==> config.mk <==
export PLATFORM = sky130hd
export DESIGN_NAME = aes_out_collector
export DESIGN_NICKNAME = d
export VERILOG_FILES = /design/src/rtl/aes_out_collector.sv
export SDC_FILE = /design/constraint.sdc
export NUM_CORES = 1
export LEC_CHECK = 0
export ABC_CLOCK_PERIOD_IN_PS = 12700
export CELL_PAD_IN_SITES_DETAIL_PLACEMENT = 0
export CELL_PAD_IN_SITES_GLOBAL_PLACEMENT = 1
export CORE_MARGIN = 1
export CORE_UTILIZATION = 40
export DETAILED_ROUTE_END_ITERATION = 12
export DONT_BUFFER_PORTS = 1
export PLACE_DENSITY = 0.6
export SLEW_MARGIN = 30
export SYNTH_ARGS = -nofsm -noshare
export SYNTH_HDL_FRONTEND = slang
export SYNTH_SLANG_ARGS = --single-unit
==> constraint.sdc <==
create_clock -name clk -period 12.7 [get_ports clk]
set_input_delay 1.27 -clock clk [delete_from_list [all_inputs] [get_ports clk]]
set_output_delay 1.27 -clock clk [all_outputs]
set_load 0.01 [all_outputs]
==> src/rtl/aes_out_collector.sv <==
// Output collector for the interleaved AES datapath: tags each finished
// ciphertext with its context index and buffers it in a first-word-fall-through
// FIFO that drains over a valid/ready handshake.
module aes_out_collector #(
  parameter int unsigned N     = 4,
  parameter int unsigned DEPTH = 8,
  parameter int unsigned CW    = (N > 1) ? $clog2(N) : 1
) (
  input  logic                     clk,
  input  logic                     rst,
  input  logic                     start,
  input  logic                     done_i,
  input  logic [127:0]             data_i,
  output logic                     out_valid,
  input  logic                     out_ready,
  output logic [127:0]             out_data,
  output logic [CW-1:0]            out_ctx,
  output logic [$clog2(DEPTH):0]   count,
  output logic                     full,
  output logic                     overflow
);

  localparam int unsigned AW   = $clog2(DEPTH);
  localparam int unsigned CNTW = AW + 1;

  logic [127:0]   mem_data_q [DEPTH];
  logic [CW-1:0]  mem_ctx_q  [DEPTH];

  logic [AW-1:0]   wr_ptr_q, wr_ptr_d;
  logic [AW-1:0]   rd_ptr_q, rd_ptr_d;
  logic [CNTW-1:0] count_q,  count_d;
  logic [CW-1:0]   ctx_q,    ctx_d;
  logic            overflow_q, overflow_d;
  logic            wr;
  logic            rd;

  // Status and head presentation straight from registered state.
  assign out_valid = (count_q != '0);
  assign full      = (count_q == CNTW'(DEPTH));
  assign count     = count_q;
  assign overflow  = overflow_q;
  assign out_data  = mem_data_q[rd_ptr_q];
  assign out_ctx   = mem_ctx_q[rd_ptr_q];

  // A read frees a slot in the same cycle, so a full FIFO still accepts a write.
  assign rd = out_valid & out_ready;
  assign wr = done_i & start & (~full | rd);

  // Next-state: context tag, pointers, occupancy, sticky overflow.
  always_comb begin
    ctx_d      = ctx_q;
    wr_ptr_d   = wr_ptr_q;
    rd_ptr_d   = rd_ptr_q;
    count_d    = count_q;
    overflow_d = overflow_q;

    if (!start) begin
      ctx_d = '0;
    end else if (done_i) begin
      ctx_d = (ctx_q == CW'(N - 1)) ? '0 : CW'(ctx_q + CW'(1));
    end

    if (wr) wr_ptr_d = AW'(wr_ptr_q + AW'(1));
    if (rd) rd_ptr_d = AW'(rd_ptr_q + AW'(1));

    unique case ({wr, rd})
      2'b10:   count_d = CNTW'(count_q + CNTW'(1));
      2'b01:   count_d = CNTW'(count_q - CNTW'(1));
      default: count_d = count_q;
    endcase

    if (done_i && start && full && !rd) overflow_d = 1'b1;
  end

  // Control state register with asynchronous reset.
  always_ff @(posedge clk or posedge rst) begin
    if (rst) begin
      ctx_q      <= '0;
      wr_ptr_q   <= '0;
      rd_ptr_q   <= '0;
      count_q    <= '0;
      overflow_q <= 1'b0;
    end else begin
      ctx_q      <= ctx_d;
      wr_ptr_q   <= wr_ptr_d;
      rd_ptr_q   <= rd_ptr_d;
      count_q    <= count_d;
      overflow_q <= overflow_d;
    end
  end

  // Storage array; contents are intentionally not reset.
  always_ff @(posedge clk) begin
    if (wr) begin
      mem_data_q[wr_ptr_q] <= data_i;
      mem_ctx_q[wr_ptr_q]  <= ctx_q;
    end
  end

endmodule

Word-level counts from Yosys, hierarchy flattened
Memories as Yosys holds them, arrays and structs flattened.
Cells that the tools add are included.
{"block": "totals", "ff_bits": 13, "ramBits": 1040, "input_bits": 133, "out_inout_bits": 137, "mem_count": 2}
{"name": "mem_data_q", "depth": 8, "word_bits": 128, "rd": 1, "rd_clocked_by_memory_dff": 0, "wr": 1, "line": "26", "text": "logic [127:0] mem_data_q [DEPTH];"}
{"name": "mem_ctx_q", "depth": 8, "word_bits": 2, "rd": 1, "rd_clocked_by_memory_dff": 0, "wr": 1, "line": "27", "text": "logic [CW-1:0] mem_ctx_q [DEPTH];"}
{"block": "op_classes", "add_sub_neg": 5, "n_eq_ne": 5, "mux": 6, "n_bitwise": 5, "reduce_logical": 6}
{"cell": "$pmux 4 s2", "count": 1}
{"cell": "$add 3x1->3 const B", "count": 2}
{"cell": "$mux 2", "count": 3}
{"cell": "$add 4x1->4 const B", "count": 1}
{"cell": "$eq 2x2->1 const B", "count": 2}
{"cell": "$eq 4x4->1 const B", "count": 1}
{"cell": "$reduce_bool 4->1", "count": 1}
{"cell": "$sub 4x1->4 const B", "count": 1}
{"cell": "$and 1x1->1", "count": 3}
{"cell": "$logic_and 1x1->1", "count": 3}
{"cell": "$add 2x1->2 const B", "count": 1}
{"cell": "$eq 2x1->1 const B", "count": 1}
{"cell": "$mux 1", "count": 2}
{"cell": "$ne 2x1->1 const B", "count": 1}
{"cell": "$reduce_bool 2->1", "count": 1}
{"cell": "$logic_not 1->1", "count": 1}
{"cell": "$not 1->1", "count": 1}
{"cell": "$or 1x1->1", "count": 1}

Depth between registers and ports, before layout
Gate-level depths: netlist of run 1.
{"block": "depth", "depth_word": 6, "mapped_depth": 8}

Worst setup path after synthesis of run 1
Ideal clock, no wire load.
{"block": "synth_path", "kind": "input to register", "from": "in out_ready", "to": "mem mem_ctx_q[0][0] (netlist bit), enable pin", "setup_time_ns": 0.778, "arrival_ns": 10.652, "setup_slack_ns": 1.270, "stages": 4, "n_path_buf": 0, "path_cell_list": "inv_1 > a31oi_1 > nand2b_1 > nor3_1"}
{"block": "synth_via", "elab_chain_len": 5}
{"element": "start: declaration", "line": "15", "text": "input logic out_ready,"}
{"element": "$and 1x1->1", "line": "46", "text": "assign rd = out_valid & out_ready;"}
{"element": "$or 1x1->1", "line": "47", "text": "assign wr = done_i & start & (~full | rd);"}
{"element": "$and 1x1->1", "line": "47"}
{"element": "$mux 1", "line": "94", "text": "if (wr) begin"}
{"element": "$mux 1 (not written as such)", "line": "96", "text": "mem_ctx_q[wr_ptr_q] <= ctx_q;"}
{"element": "end: declaration", "line": "27"}
Every way passes these cells.

Worst setup path in the final report of run 1
{"block": "layout_path", "from": "reg rd_ptr_q[0]", "to": "out out_data[104]"}
{"block": "layout_via", "elab_chain_len": 1}
{"element": "start: declaration", "line": "30", "text": "logic [AW-1:0] rd_ptr_q, rd_ptr_d;"}
{"element": "start signal: assignment", "line": "86", "text": "rd_ptr_q <= rd_ptr_d;"}
{"element": "$mem_v2 8x128"}
{"element": "end: declaration", "line": "16", "text": "output logic [127:0] out_data,"}
Every way passes these cells.

==> results of run 1 <==
[cell type report]
type | count | area (µm²)
fill | 8180 | 54000
sequential | 1053 | 31600
multi-input combinational | 449 | 8020
clock buffer | 138 | 2860
tap | 1287 | 1610
clock inverter | 62 | 599
timing repair buffer | 35 | 344
inverter | 2 | 7.51
[registers in the layout (all words and copies together), names as in the netlist]
register,flops
wr_ptr_q,3
rd_ptr_q,3
mem_data_q,1024
count,4
mem_ctx_q,16
overflow,1
ctx_q,2
[per-layer routing]
layer / global-route usage (%) / routed length (µm)
met2: 27.0 / 40500
met5: 0 / 0
met1: 19.7 / 32800
met3: 5.77 / 6470
met4: 4.37 / 1220
[kinds of logic (layout without fill, tap and decap cells)]
family | Yosys count | count (layout) | share of synthesized area [%]
AOI/OAI and AO/OA | 9 | 9 | 0.218
xor gates and xnor gates | 7 | 7 | 0.153
adders and majority gates | 4 | 4 | 0.125
buffers and inverters | 77 | 237 | 1.69
DFF | 1053 | 1053 | 78.5
muxes | 395 | 395 | 18.9
and+or+nand+nor | 34 | 34 | 0.411
[power by group]
group,internal (mW),switching [mW]
registers,4.11,0.188
logic,1.27,1.29
clock network,1.77,1.29
total,7.16,2.77
[per-stage QoR]
stage                     total power [mW]  cell area (µm²)  hold WS, ns  util, %  worst slack [ns]
after global placement                6.99            41500        0.521     41.9              7.70
after detailed placement              7.01            41500        0.514     41.9              7.70
final                                 9.92            45000        0.527     45.5              7.23
after global routing                  10.3            45000        0.544     45.5              6.84
after CTS                             10.1            45000        0.522     45.4              7.08
after floorplan                       6.52            40200        0.480        -              1.27
[path summary, 6_finish.rpt]
kind                                          from  slack [ns]                           to  cells after the start
max                        rd_ptr_q[0]$_DFFE_PP0P_        7.23                out_data[104]                      5
min                        wr_ptr_q[0]$_DFFE_PP0P_        0.53      wr_ptr_q[0]$_DFFE_PP0P_                      1
min in group asynchronous                      rst        0.55         ctx_q[0]$_DFFE_PP0P_                      1
min reg2reg                wr_ptr_q[0]$_DFFE_PP0P_        0.53      wr_ptr_q[0]$_DFFE_PP0P_                      1
max in group asynchronous                      rst       11.68      rd_ptr_q[2]$_DFFE_PP0P_                      1
max reg2reg                   count[1]$_DFFE_PP0P_        8.51  mem_data_q[3][87]$_DFFE_PP_                      6
[synth_stat cells (5+ instances only)]
| cell | count |
|---|---|
| buf_12 | 21 |
| buf_2 | 32 |
| clkbuf_1 | 17 |
| dfrtp_1 | 13 |
| edfxtp_1 | 1040 |
| mux2_2 | 71 |
| mux2_4 | 61 |
| mux4_2 | 260 |
| nand2_1 | 7 |
| nor2_1 | 10 |
| xnor2_1 | 5 |
[worst register-to-register path, stage by stage, from the launching register on]
cell	delay, ns
dfrtp_1	0.62
nor3_1	0.16
a31oi_1	0.57
nand2_1	0.37
nor2_4	0.75
buf_4	0.58
buf_4	0.71
==> results.md, run 1 <==
- Synth area leaders: edfxtp_1 (78%), mux4_2 (15%), mux2_4 (2.3%), mux2_2 (2.0%), buf_12 (1.0%)
- Syn nets: 1716
- Mapped cell area: roughly 40000 µm²
- Biggest cell delay along the critical path: about 0.82 ns
- First-pass GRT wire length: approximately 120000 µm
- Post-synthesis cell count: between 1500 and 2000
- Row cnt: 115
- Final instance count without filler cells: 3026
- Via count: 16230
- PD cells: around 220 nW/µm²
- Die ar.: 102000 µm²
- Drt via density: around 5.4
- Ports: between 200 and 300
- Critical-path maximum fanout: 73
- Post-synth EDFFs: ~1000
- Clock Skew: roughly 0.018 ns
- Pins Over Slew Limit: 0
- Static Leak: between 10 and 15 nW
- Worst-path clk slew: about 0.06 ns
- FF+latch count, synth: 1053
- RD Place Congestion: 0.707
- Slew of the pin with the lowest slew margin: 1.10 ns
- Chip Width: 319 µm
- Core outline area: 99000 µm²
- Post-synthesis cell type count: 33
- Area grow syn2layout: 12.0%
- Yosys top cell area share: 77.7%
- Synth warnings: 0
- Antenna Nets Post-Route: 0
- Post-Syn Area per Cell: 25.5 µm²
- Routed wire length: roughly 81000 µm
- First DRT Iteration DRCs: between 800 and 900
- CP required: 11.43 ns
- Antenna violations before repair: 0
- Antenna Cells: 0
- FMAX: 183 MHz
- Routed WL per cell: roughly 27 µm
- Placed Cells: 2824
- Startpoint types: flip-flop
- Post-layout min period: about 5.5 ns
- Setup Buffers After CTS: 0
- Status: finished clean
- Vias in the first global route: 17669
- Period utilization: 43.0%
- Setup TNS: 0 ns
- Worst EP arrival: between 4 and 5 ns
- Dpl hpwl: 42800 µm
- Pin count of the biggest net entering global routing: roughly 140
- GR Overflow Total: 0
- Most frequent cells in the layout: edfxtp_1 (1040), mux4_2 (260), clkbuf_16 (110)
- Root cell of the clock tree: clkbuf_16
- Crit path buffers/inverters: 3
- HP Class: reg2reg
- Fin. Hold Viols: 0
- CTS Hold Bufs: 0
- Final setup fails: 0
- DRC: 0
- Starting Density: around two fifths
- Seq/Total Area, Yosys: between 70 and 80%
- Max clock buf depth: 3
- CTS Sinks: approximately 1100
- Total track usage: 16.1%
- PortBufs: 0
- Die height: between 300 and 400 µm
- Commonest non-fill, non-tap cell in the layout: edfxtp_1
- Final #Nets: 1788
- RSZ-0062 raised after global routing: no
- Worst VDD drop: 0.194 mV
- Detailed Routing Iterations Pass 1: 5
- Area leader, netlist: edfxtp_1
- CP Cell Sequence: buf_4 -> buf_12 -> buf_16 -> mux4_2 -> mux2_2
- H-tree depth: 3
- Relative slew slack: between 20% and 30%
- Crit Path Class: reg2out
- Top delay family on crit path: buffers and inverters
- Max-cap check violation count: 0
- CTS Buf Count: 110
- CTS-repair resized insts: 0
- Clk Latency, worst-skew pair: approximately 0.70 ns
- Synth Flop Type: edfxtp_1
- Critical-path top delay cell: dfrtp_4
- CTS tree: built
- Synth async-reset ratio: 1.23%
- Critical path endpoint category: output pin
- Share of layout cells above drive strength 1: 33.9%
(Power assumes the default switching activity.)
==> run 2, diff against run 1 <==
--- a/config.mk
+++ b/config.mk
@@ -5,14 +5,14 @@
 export SDC_FILE = /design/constraint.sdc
 export NUM_CORES = 1
 export LEC_CHECK = 0
-export ABC_CLOCK_PERIOD_IN_PS = 12700
+export ABC_CLOCK_PERIOD_IN_PS = 5000
 export CELL_PAD_IN_SITES_DETAIL_PLACEMENT = 0
 export CELL_PAD_IN_SITES_GLOBAL_PLACEMENT = 1
 export CORE_MARGIN = 1
 export CORE_UTILIZATION = 40
 export DETAILED_ROUTE_END_ITERATION = 12
 export DONT_BUFFER_PORTS = 1
-export PLACE_DENSITY = 0.6
+export PLACE_DENSITY = 0.62
 export SLEW_MARGIN = 30
 export SYNTH_ARGS = -nofsm -noshare
 export SYNTH_HDL_FRONTEND = slang
==> constraint.sdc (replaced) <==
create_clock -name clk -period 5 [get_ports clk]
set_input_delay 0.5 -clock clk [delete_from_list [all_inputs] [get_ports clk]]
set_output_delay 0.5 -clock clk [all_outputs]
set_load 0.01 [all_outputs]
==> run 2 against run 1 <==
  * Critical endpoint is now out_data[109]
  * Largest cell class unchanged
  * Via count up 4.2%
  * Sequential power grew to 2.5 times the previous value
  * Sequential share of layout area decreased by 2.6 points
  * Highest routed layer is now met5
==> results.md, run 2 (synthesis gave the netlist of run 1 again) <==
- DRC: 0 (unchanged)
- CTS Buf Count: 109 (-0.91%)
- Worst-path clk slew: 0.06 ns (about the same)
- Static Leak: 14.7 nW (+4.9%)
- PortBufs: 0 (unchanged)
- Seq pwr share: 42.3% (-1.0 points)
- Relative slew slack: 42.3% (+16 points)
- PD cells: 549 nW/µm² (+150%)
- Detailed Routing Iterations Pass 1: 5 (unchanged)
- Critical path endpoint category: output pin
- Biggest cell delay along the critical path: 0.97 ns (+0.15 ns)
- Period utilization: a little over 70%
- First-pass GRT wire length: 122000 µm (+1.8%)
- Post-layout min period: 3.62 ns
- Status: finished clean
- Clk Latency, worst-skew pair: 0.67 ns (-0.03 ns)
- Clock Skew: 0.0171 ns (-0.000825 ns)
- Biggest register: mem_data_q
- Top delay family on crit path: flip-flops
- Worst VDD drop: 0.380 mV (+96%)
- Setup TNS: 0 ns (unchanged)
- Ports: 270 (unchanged)
- Place WS: 1.65 ns (-6.04 ns)
- Via count: 16905 (+4.2%)
- Share of layout cells above drive strength 1: 31.7% (-2.1 points)
- Max reg flops: 1024 (unchanged)
- Pin count of the biggest net entering global routing: 131 (-3.0%)
- Total track usage: 16.1% (+0.034 points)
- Fin. Hold Viols: 0 (unchanged)
- Chip Width: 319 µm (unchanged)
- Critical-path top delay cell: dfrtp_4
- Antenna violations before repair: 9 (+9)
- Clock share of power: 30.9% (about the same)
- Vias in the first global route: 18569 (+5.1%)
- R2r startpoint: count[0]$_DFFE_PP0P_
- Slew of the pin with the lowest slew margin: 0.863 ns (-0.237 ns)
- Die height: 319 µm (unchanged)
- Starting Density: 40.6% (unchanged)
- HP Class: in2reg
- Final #Nets: 1923 (+7.6%)
- Most frequent cells in the layout: edfxtp_1 (1040), mux4_2 (260), dlygate4sd3_1 (132)
- Setup Buffers After CTS: 0 (unchanged)
- Placed Cells: 2829 (+0.18%)
- Die ar.: 102000 µm² (unchanged)
- CTS tree: built
- CP Cell Sequence: buf_4 -> mux4_2 -> mux2_2
- Switch share: 28.0% (+0.053 points)
- RD Place Congestion: 0.711 (+0.48%)
- Reg2Reg Setup Slack: 1.66 ns (-6.85 ns)
- CP startpoint: rd_ptr_q[0]$_DFFE_PP0P_
- Antenna Nets Post-Route: 0 (unchanged)
- Reg-to-Reg End: mem_data_q[3][57]$_DFFE_PP_
- FMAX: 276 MHz
- First DRT Iteration DRCs: 1185 (+34%)
- Final worst setup slack: 1.38 ns (-5.85 ns)
- Dpl hpwl: 42500 µm (-0.73%)
- Fillers: 8017 (-2.0%)
- Area grow syn2layout: 16.2%
- Root cell of the clock tree: clkbuf_16
- Final instance count without filler cells: 3168 (+4.7%)
- Worst path depth: 3 (-2)
- Worst reg2reg path depth: 5 (-1)
- CTS Hold Bufs: 132 (+132)
- Worst EP arrival: 3.12 ns (-1.08 ns)
- Max-cap check violation count: 0 (unchanged)
- CP required: 4.50 ns (-6.93 ns)
- Internal power: 18.5 mW (+160%)
- RSZ-0062 raised after global routing: no
- CTS-repair resized insts: 0 (unchanged)
- Routed WL per cell: 25.4 µm (-5.0%)
- Crit path buffers/inverters: 1 (-2)
- H-tree depth: 3 (unchanged)
- Core outline area: 99000 µm² (unchanged)
- GR Overflow Total: 0 (unchanged)
- Startpoint types: flip-flop
- Crit Path Class: reg2out
- P_sw: 7.17 mW (+160%)
- Routed wire length: 80500 µm (-0.56%)
- Commonest non-fill, non-tap cell in the layout: edfxtp_1
- Final setup fails: 0 (unchanged)
- Gate power share: 26.8% (+1.0 points)
- Row cnt: 115 (unchanged)
- Critical-path maximum fanout: 33 (-55%)
- Pins Over Slew Limit: 0 (unchanged)
- Max clock buf depth: 3 (unchanged)
- CTS Sinks: 1053 (unchanged)
- Critical Path End: out_data[109]
- Drt via density: 5.34 (-0.51%)
[run 2: cell count changes in the layout (fill, tap and decap cells not counted), moves of 5 or more]
cell,previous run,this run
buf_4,29,12
clkbuf_1,28,22
buf_12,3,26
dlygate4sd3_1,0,132
clkinv_1,24,30
clkinv_8,5,0
inv_6,0,6
[run 2: worst register-to-register path, delay by kind of cell (launching register included)]
kind | cells | cell delay (ns)
AND/OR/NAND/NOR | 3 | 1.30
flip-flops | 1 | 0.59
AO/OA/AOI/OAI | 1 | 0.57
buffers and inverters | 1 | 0.46
[run 2: layer usage]
layer	GRT usage, %	vias up	share of wire, %
met5	0	-	0.10
met4	4.23	14	2.0
met3	4.20	131	5.3
met2	27.3	360	51
met1	20.7	9161	42
li1	-	7239	-
[run 2: cell type report]
type	count	area [µm²]	share of cell area, %
Antenna cell	3	7.51	0.0161
Timing Repair Buffer	171	1960	4.20
Tap cell	1287	1610	3.45
Inverter	2	7.51	0.0161
Clock buffer	133	2860	6.12
Multi-Input combinational cell	449	8030	17.2
Sequential cell	1053	31600	67.6
Clock inverter	70	662	1.42
[run 2: how the worst min path moves through the flow]
stage / to / start / slack [ns] / cells after the start
6_report: ctx_q[0]$_DFFE_PP0P_ / done_i / 0.06 / 2
5_1_grt: ctx_q[0]$_DFFE_PP0P_ / done_i / 0.04 / 2
4_1_cts: ctx_q[0]$_DFFE_PP0P_ / done_i / 0.008 / 2
3_5_place_dp: wr_ptr_q[2]$_DFFE_PP0P_ / rst / 0.50 / 1
3_3_place_gp: wr_ptr_q[2]$_DFFE_PP0P_ / rst / 0.49 / 1
2_1_floorplan: count[0]$_DFFE_PP0P_ / rst / 0.38 / 1
[run 2: through the flow]
stage	area [µm²]	utilization, %	hold slack (ns)	power [mW]
CTS	46700	47.1	0.00762	26.1
detailed placement	41800	42.3	0.502	18.0
global placement	41800	42.3	0.493	17.9
global route	46700	47.2	0.0376	26.8
floorplan	40200	-	0.377	16.5
finish	46700	47.2	0.0647	25.6
[run 2: power by group through the flow]
stage / Sequential, mW / Clock, mW / Combinational, mW
5_1_grt: 10.9 / 8.47 / 7.37
3_5_place_dp: 11.1 / 0 / 6.90
2_1_floorplan: 10.8 / 0 / 5.69
3_3_place_gp: 11.0 / 0 / 6.88
4_1_cts: 10.9 / 8.15 / 7.11
6_report: 10.8 / 7.93 / 6.88
==> run 3, diff against run 2 <==
--- a/config.mk
+++ b/config.mk
@@ -5,7 +5,7 @@
 export SDC_FILE = /design/constraint.sdc
 export NUM_CORES = 1
 export LEC_CHECK = 0
-export ABC_CLOCK_PERIOD_IN_PS = 5000
+export ABC_CLOCK_PERIOD_IN_PS = 3000
 export CELL_PAD_IN_SITES_DETAIL_PLACEMENT = 0
 export CELL_PAD_IN_SITES_GLOBAL_PLACEMENT = 1
 export CORE_MARGIN = 1
==> constraint.sdc (replaced) <==
create_clock -name clk -period 3 [get_ports clk]
set_input_delay 0.3 -clock clk [delete_from_list [all_inputs] [get_ports clk]]
set_output_delay 0.3 -clock clk [all_outputs]
set_load 0.01 [all_outputs]
==> run 3 against run 2 <==
  * Clock skew down 0.0021 ns
  * Largest power group unchanged
  * Hold slack got worse by 0.014 ns
  * Flip-flop and latch count did not move
  * Setup slack lost 1.3 ns
==> results.md, run 3 (synthesis gave the netlist of run 1 again) <==
- Core outline area: 99000 µm² (unchanged)
- CP startpoint: rd_ptr_q[0]$_DFFE_PP0P_
- Worst-path clk slew: 0.06 ns (about the same)
- Commonest non-fill, non-tap cell in the layout: edfxtp_1
- Biggest register: mem_data_q
- Hold endpoint: count[1]$_DFFE_PP0P_
- Status: finished clean
- Worst Hold Launch: done_i
- Crit Path Class: reg2out
- PortBufs: 0 (unchanged)
- First DRT Iteration DRCs: 1300 (+9.7%)
- Detailed Routing Iterations Pass 1: 5 (unchanged)
- Setup TNS: 0 ns (unchanged)
- Root cell of the clock tree: clkbuf_16
- CTS tree: built
- Ports: 270 (unchanged)
- RSZ-0062 raised after global routing: yes
- Row cnt: 115 (unchanged)
- Critical-path top delay cell: dfrtp_4
- Max-cap check violation count: 0 (unchanged)
- CP Cell Sequence: buf_12 -> buf_12 -> mux4_2 -> mux2_2
- Final #Nets: 1954 (+1.6%)
- Antenna Nets Post-Route: 0 (unchanged)
- Vias in the first global route: 18481 (-0.47%)
- Final instance count without filler cells: 3194 (+0.82%)
- Pins Over Slew Limit: 0 (unchanged)
- H-tree depth: 3 (unchanged)
- Most used cell, CP: buf_12
- Worst EP arrival: 2.59 ns (-0.53 ns)
- Worst VDD drop: 0.526 mV (+38%)
- Chip Width: 319 µm (unchanged)
- Share of layout cells above drive strength 1: 32.8% (+1.1 points)
- Util after Layout: 47.6% (+0.43 points)
- Startpoint types: flip-flop
- Slew of the pin with the lowest slew margin: 0.615 ns (-0.248 ns)
- Drt via density: 5.34 (about the same)
- Die ar.: 102000 µm² (unchanged)
- Via count: 17051 (+0.86%)
- Hold depth: 3 (+1)
- Worst reg2reg path depth: 5 (unchanged)
- Critical-path maximum fanout: 28 (-15%)
- Max clock buf depth: 3 (unchanged)
- GR Overflow Total: 0 (unchanged)
- Post-layout min period: slightly below 3 ns
- Most frequent cells in the layout: edfxtp_1 (1040), mux4_2 (260), dlygate4sd3_1 (133)
- Die height: 319 µm (unchanged)
- Clk Latency, worst-skew pair: 0.68 ns (about the same)
- FMAX: about 350 MHz
- Biggest cell delay along the critical path: 0.55 ns (-0.42 ns)
- Routed WL per cell: 26.1 µm (+2.6%)
- First-pass GRT wire length: 124000 µm (+2.0%)
- Routed wire length: 83300 µm (+3.4%)
- Relative slew slack: 59.0% (+17 points)
- CTS Buf Count: 109 (unchanged)
- Clock Skew: 0.0151 ns (-0.00206 ns)
- RD Place Congestion: 0.707 (-0.48%)
- Final worst setup slack: 0.112 ns (-1.27 ns)
- Placed Cells: 2856 (+0.95%)
- R2r startpoint: count[1]$_DFFE_PP0P_
- Static Leak: 14.9 nW (+1.3%)
- Period utilization: 96.3%
- Reg-to-Reg End: mem_data_q[1][53]$_DFFE_PP_
- HP Class: in2reg
- CTS Sinks: 1053 (unchanged)
- Dpl hpwl: 45700 µm (+7.5%)
- Hold slack: 0.0508 ns (-0.0139 ns)
- CP required: 2.70 ns (-1.80 ns)
- Starting Density: 40.6% (unchanged)
- Reg2Reg Setup Slack: 0.50 ns (-1.16 ns)
- DRC: 0 (unchanged)
- PD cells: 918 nW/µm² (+67%)
- Total track usage: 16.6% (+0.46 points)
- Critical path endpoint category: output pin
- Max reg flops: 1024 (unchanged)
- Place WS: 0.526 ns (-1.13 ns)
- Area grow syn2layout: 17.2%
- Antenna violations before repair: 10 (+1)
- Final setup fails: 0 (unchanged)
- Pin count of the biggest net entering global routing: 72 (-45%)
- Fin. Hold Viols: 0 (unchanged)
run 3: cell count changes in the layout (fill, tap and decap cells not counted), moves of 2 or more:
cell       change
clkinv_8       +2
buf_12        +18
bufinv_16      -2
dfrtp_2        +2
clkinv_1       -4
inv_6          -4
dfrtp_1        -2
clkinv_4       -5
buf_4         +11
clkbuf_1       +6
run 3: area by class of cell:
| cell class | count | area (µm²) |
|---|---|---|
| timing repair buffer | 202 | 2420 |
| clock buffer | 139 | 2880 |
| sequential | 1053 | 31600 |
| multi-input combinational | 449 | 8070 |
| antenna | 3 | 7.51 |
| tap | 1287 | 1610 |
| inverter | 2 | 7.51 |
| clock inverter | 59 | 553 |
| fill | 7951 | 51900 |
run 3: per-layer routing:
layer / GRT usage [%] / part of all wire, % / up-vias
met5: 0 / 0.083 / -
met4: 4.49 / 1.8 / 14
met3: 4.05 / 5.7 / 115
met2: 27.5 / 50 / 374
met1: 21.9 / 42 / 9256
li1: - / - / 7292
run 3: metrics by stage:
step / power, mW / cell area, µm²
floorplan: 27.5 / 40300
global placement: 30.5 / 42300
detailed placement: 30.6 / 42300
CTS: 44.0 / 47100
global route: 45.1 / 47100
finish: 43.3 / 47100
run 3: worst max path at each step:
stage	end	cells past startpoint
after global placement	mem_data_q[1][64]$_DFFE_PP_	5
after CTS	out_data[122]	4
after global routing	out_data[122]	4
after detailed placement	mem_data_q[1][43]$_DFFE_PP_	5
final	out_data[97]	4
after floorplan	mem_ctx_q[1][0]$_DFFE_PP_	5
run 3: report_power, final:
part           internal [mW]  switching [mW]
Sequential              17.4           0.545
Clock                   7.61            5.40
Combinational           6.13            6.21
Total                   31.1            12.2
run 3: what timing repair did:
| action | 4_1_cts | 5_1_grt |
|---|---|---|
| setup buffers | 3 | 1 |
| resized for setup | 1 | 1 |
| endpoints found under the hold margin | 1047 | 0 |
| hold buffers | 133 | 0 |
| setup endpoints to repair | 76 | 7 |
run 3: critical path: cells and delay by family, from the launching register on:
family	cells	cell delay [ns]
DFF	1	0.55
muxes	2	0.86
buffers and inverters	2	0.47
==> edit 1: new RTL, flow settings as in run 1 <==
Register the output `count` once more, cleared by the reset; this adds one clock of latency there. The other outputs are not delayed to match.
--- a/src/rtl/aes_out_collector.sv
+++ b/src/rtl/aes_out_collector.sv
@@ -38,5 +38,11 @@
   assign out_valid = (count_q != '0);
   assign full      = (count_q == CNTW'(DEPTH));
-  assign count     = count_q;
+  always_ff @(posedge clk or posedge rst) begin
+    if (rst) begin
+      count <= '0;
+    end else begin
+      count <= count_q;
+    end
+  end
   assign overflow  = overflow_q;
   assign out_data  = mem_data_q[rd_ptr_q];
Check against the original RTL: not equivalent (Yosys sat finds a counterexample within 4 cycles, from zero or initial values and one cycle with rst high).
==> edit 1 against run 1 <==
Via count rose by 0.77%. Wire length decreased by 0.85%. Worst hold slack better by 4.6 ps. Sequential cell count is 4 higher. Final area is 0.68% higher. Core utilization down 0.15 points. Power shrank 0.41%. Area after synthesis rose by 0.26%. Maximum frequency is 0.21% higher. Worst setup slack improved by 11 ps. Global-route usage down 0.18 points.
==> edit 1: results (changes against run 1) <==
Outcome
  – Run status: completed (unchanged)

Setup path
  – WP data arrival: 4190 ps (was 4200 ps)
  – Max FO, Critical Path: 63 (was 73)

Power and ir drop
  – Peak VDD IR: 0.174 mV (was 0.194 mV)
  – Leak pwr: 14.2 nW (was 14.0 nW)
  – Clock power share: 32.2% (was 30.9%)
  – Clk power: 3.19 mW (was 3.06 mW)

Detailed routing
  – Via count: 16400 (was 16200)
  – Initial detailed-routing violation count: 1135 (was 887)
  – Routed WL: 80.3 mm (was 81.0 mm)

Logic synthesis
  – Compound-Gate Fraction of Synth Area: 0.211% (was 0.218%)
  – Multiplexer share of the synthesized area: 18.8% (was 18.9%)
  – Top cells by area, synth: edfxtp_1 (77%), mux4_2 (15%), mux2_4 (2.3%) (was edfxtp_1 (78%), mux4_2 (15%), mux2_4 (2.3%))
  – Synth top cells by count: edfxtp_1 (1040), mux4_2 (260), mux2_2 (70) (was edfxtp_1 (1040), mux4_2 (260), mux2_2 (71))
  – Seq/Total Area, Yosys: 78.5% (about the same)
  – Post-synthesis net count: 1724 (was 1716)

GRT
  – Pin count of the biggest net entering global routing: 127 (was 135)
  – Vias in the first global route: 17600 (was 17700)

Placed design
  – Routability cong.: 0.692 (was 0.707)
  – Place WS: 7900 ps (was 7700 ps)
  – DPL Wire Length: 42.5 mm (was 42.8 mm)

Finish
  – Fill cells: 8208 (was 8180)
  – Layout cells sized above 1: 34.5% (was 33.9%)

Timing
  – Worst clock skew: 24.1 ps (was 18.0 ps)

CTS
  – Num CTS Buffers: 109 (was 110)
-- edit 1: final cells by class --
class	count	area, µm²	share of cell area, %
timing repair buffer	36	384	0.848
tap	1298	1620	3.58
inverter	2	7.51	0.0166
clock buffer	130	2870	6.33
sequential	1057	31700	69.9
clock inverter	76	742	1.64
multi-input combinational	453	8020	17.7
-- edit 1: worst register-to-register path: cells and delay by family, from the launching register on --
kind / cells / cell delay, ps
AOI/OAI and AO/OA: 1 / 340
buffers and inverters: 2 / 1190
DFF: 1 / 540
and+or+nand+nor: 3 / 1230
-- edit 1: per-layer routing --
layer | wire, µm | up-vias | global-route usage (%)
met5 | 0 | - | 0
met1 | 33000 | 8914 | 20.2
li1 | - | 6981 | -
met2 | 39900 | 365 | 26.2
met4 | 1430 | 0 | 4.68
met3 | 5940 | 95 | 5.12
-- edit 1: per-stage QoR --
| stage | instance area, µm² | hold WS [ps] | std cells |
|---|---|---|---|
| after floorplan | 40300 | 349 | 1587 |
| after global routing | 45300 | 561 | 3052 |
| final | 45300 | 532 | 3052 |
| after detailed placement | 41600 | 518 | 2843 |
| after global placement | 41600 | 511 | 2842 |
| after CTS | 45200 | 534 | 3049 |
-- edit 1: worst paths after layout --
kind	startpoint	to	slack [ps]	cells after the start
setup / recovery	rd_ptr_q[0]$_DFFE_PP0P_	out_data[59]	7240	5
hold / removal	wr_ptr_q[0]$_DFFE_PP0P_	wr_ptr_q[0]$_DFFE_PP0P_	530	2
setup reg to reg	count_q[1]$_DFFE_PP0P_	mem_data_q[2][27]$_DFFE_PP_	8860	6
hold reg to reg	wr_ptr_q[0]$_DFFE_PP0P_	wr_ptr_q[0]$_DFFE_PP0P_	530	2
max in group asynchronous	rst	rd_ptr_q[1]$_DFFE_PP0P_	11530	1
min in group asynchronous	rst	wr_ptr_q[0]$_DFFE_PP0P_	610	1
==> edit 2: new RTL, config.mk and constraints of run 1 <==
Without the edit above. Change the parameter `DEPTH` from 8 to 4.
--- a/src/rtl/aes_out_collector.sv
+++ b/src/rtl/aes_out_collector.sv
@@ -4,5 +4,5 @@
 module aes_out_collector #(
   parameter int unsigned N     = 4,
-  parameter int unsigned DEPTH = 8,
+  parameter int unsigned DEPTH = 4,
   parameter int unsigned CW    = (N > 1) ? $clog2(N) : 1
 ) (
Ports: changed (resized count); port bits go from 270 to 269. The function was not compared with the original's and may differ.
==> edit 2 against run 1 <==
Sequential cell count decreased by 523. Final area shrank 52%. Die area decreased by 52%. Area after synthesis down 52%. Global-route usage decreased by 1.7 points. Sequential power shrank 48%. Worst setup slack improved by 1100 ps. Critical path type unchanged. Power down 52%. Wire length fell by 56%.
==> edit 2: results (changes against run 1) <==
Logic synthesis
  – EDFF count, synth: 520 (was 1040)
  – Yosys cell types: 40 (was 33)
  – Compound-Gate Fraction of Synth Area: 0.536% (was 0.218%)
  – Top cells by area, synth: edfxtp_1 (81%), mux4_2 (15%), dfrtp_1 (1.3%) (was edfxtp_1 (78%), mux4_2 (15%), mux2_4 (2.3%))
  – Synth top cells by count: edfxtp_1 (520), mux4_2 (130), clkbuf_1 (10), dfrtp_1 (10) (was edfxtp_1 (1040), mux4_2 (260), mux2_2 (71))
  – Seq/Total Area, Yosys: 81.9% (was 78.5%)
  – Post-synthesis adder-cell area fraction: 0.426% (was 0.125%)
  – XOR/XNOR Fraction of Synth Area: 0.136% (was 0.153%)
  – Multiplexer share of the synthesized area: 15.2% (was 18.9%)
  – Avg Cell Area, Syn: 26.0 µm² (was 25.5 µm²)
  – Post-synth ARST share: 1.89% (was 1.23%)
  – Post-synthesis net count: 885 (was 1716)

Placed design
  – DPL Wire Length: 21.8 mm (was 42.8 mm)
  – Placed inst area: 0.0201 mm² (was 0.0415 mm²)
  – Routability cong.: 0.761 (was 0.707)
  – Place WS: 8440 ps (was 7700 ps)

GRT
  – Global-route wire length before repair: 52.9 mm (was 120 mm)
  – Pin count of the biggest net entering global routing: 78 (was 135)
  – Vias in the first global route: 8274 (was 17700)

Finish
  – Bufs w/o clock: 11 (was 35)
  – Register Area: 0.0159 mm² (was 0.0316 mm²)
  – CLK BUF: 65 (was 138)
  – Multi-input gate count: 178 (was 449)
  – Fill cells: 3855 (was 8180)
  – Signal buf overhead: 0.580% (was 0.765%)
  – Final core occ: 45.6% (was 45.5%)
  – Area of the multi-input gates: 0.00332 mm² (was 0.00802 mm²)
  – Seq_cells: 530 (was 1053)
  – Clk cell area share: 7.65% (was 7.68%)
  – Final-stage net count: 919 (was 1788)
  – Layout cells sized above 1: 27.4% (was 33.9%)

CTS
  – Latest clock arrival within the worst-skew pair: 590 ps (was 700 ps)
  – H-tree levels: 2 (was 3)
  – Clock Tree Root: clkbuf_16 (unchanged)

Power and ir drop
  – P_seq: 2.23 mW (was 4.30 mW)
  – Leak pwr: 6.74 nW (was 14.0 nW)
  – PnR Total Power: 4.75 mW (was 9.92 mW)
  – Clk power: 1.48 mW (was 3.06 mW)
  – Sw Pwr: 1.32 mW (was 2.77 mW)

Detailed routing
  – Drt pass-1 iters: 4 (was 5)
  – Routed len/inst: 24.7 µm (was 26.8 µm)
  – Routed WL: 35.6 mm (was 81.0 mm)
  – Via count: 7670 (was 16200)
  – Initial detailed-routing violation count: 500 (was 887)

Timing
  – Worst clock skew: 20.3 ps (was 18.0 ps)
  – Max_slew headroom: 38.7% (was 26.7%)

Outcome
  – Run status: completed (unchanged)

Setup path
  – Max FO, Critical Path: 35 (was 73)
  – Slowest stage delay, CP: 770 ps (was 820 ps)
  – WP data arrival: 3050 ps (was 4200 ps)
[edit 2: layer usage]
metal	up-vias	global-route usage, %	part of all wire, %
li1	3292	-	-
met1	4086	16.5	37
met2	228	24.9	52
met3	64	5.65	8.4
met4	0	4.37	2.4
met5	-	0	0
[edit 2: worst paths after layout]
| check | slack [ps] | start | to | cells past startpoint |
|---|---|---|---|---|
| worst max-delay path | 8380 | rd_ptr_q[0]$_DFFE_PP0P_ | out_data[106] | 3 |
| worst min-delay path | 540 | overflow$_DFFE_PP0P_ | overflow$_DFFE_PP0P_ | 1 |
| worst max register to register | 9140 | count[2]$_DFFE_PP0P_ | mem_data_q[3][89]$_DFFE_PP_ | 5 |
| worst min register to register | 540 | overflow$_DFFE_PP0P_ | overflow$_DFFE_PP0P_ | 1 |
| max in group asynchronous | 11830 | rst | rd_ptr_q[1]$_DFFE_PP0P_ | 1 |
| min in group asynchronous | 550 | rst | count[1]$_DFFE_PP0P_ | 1 |
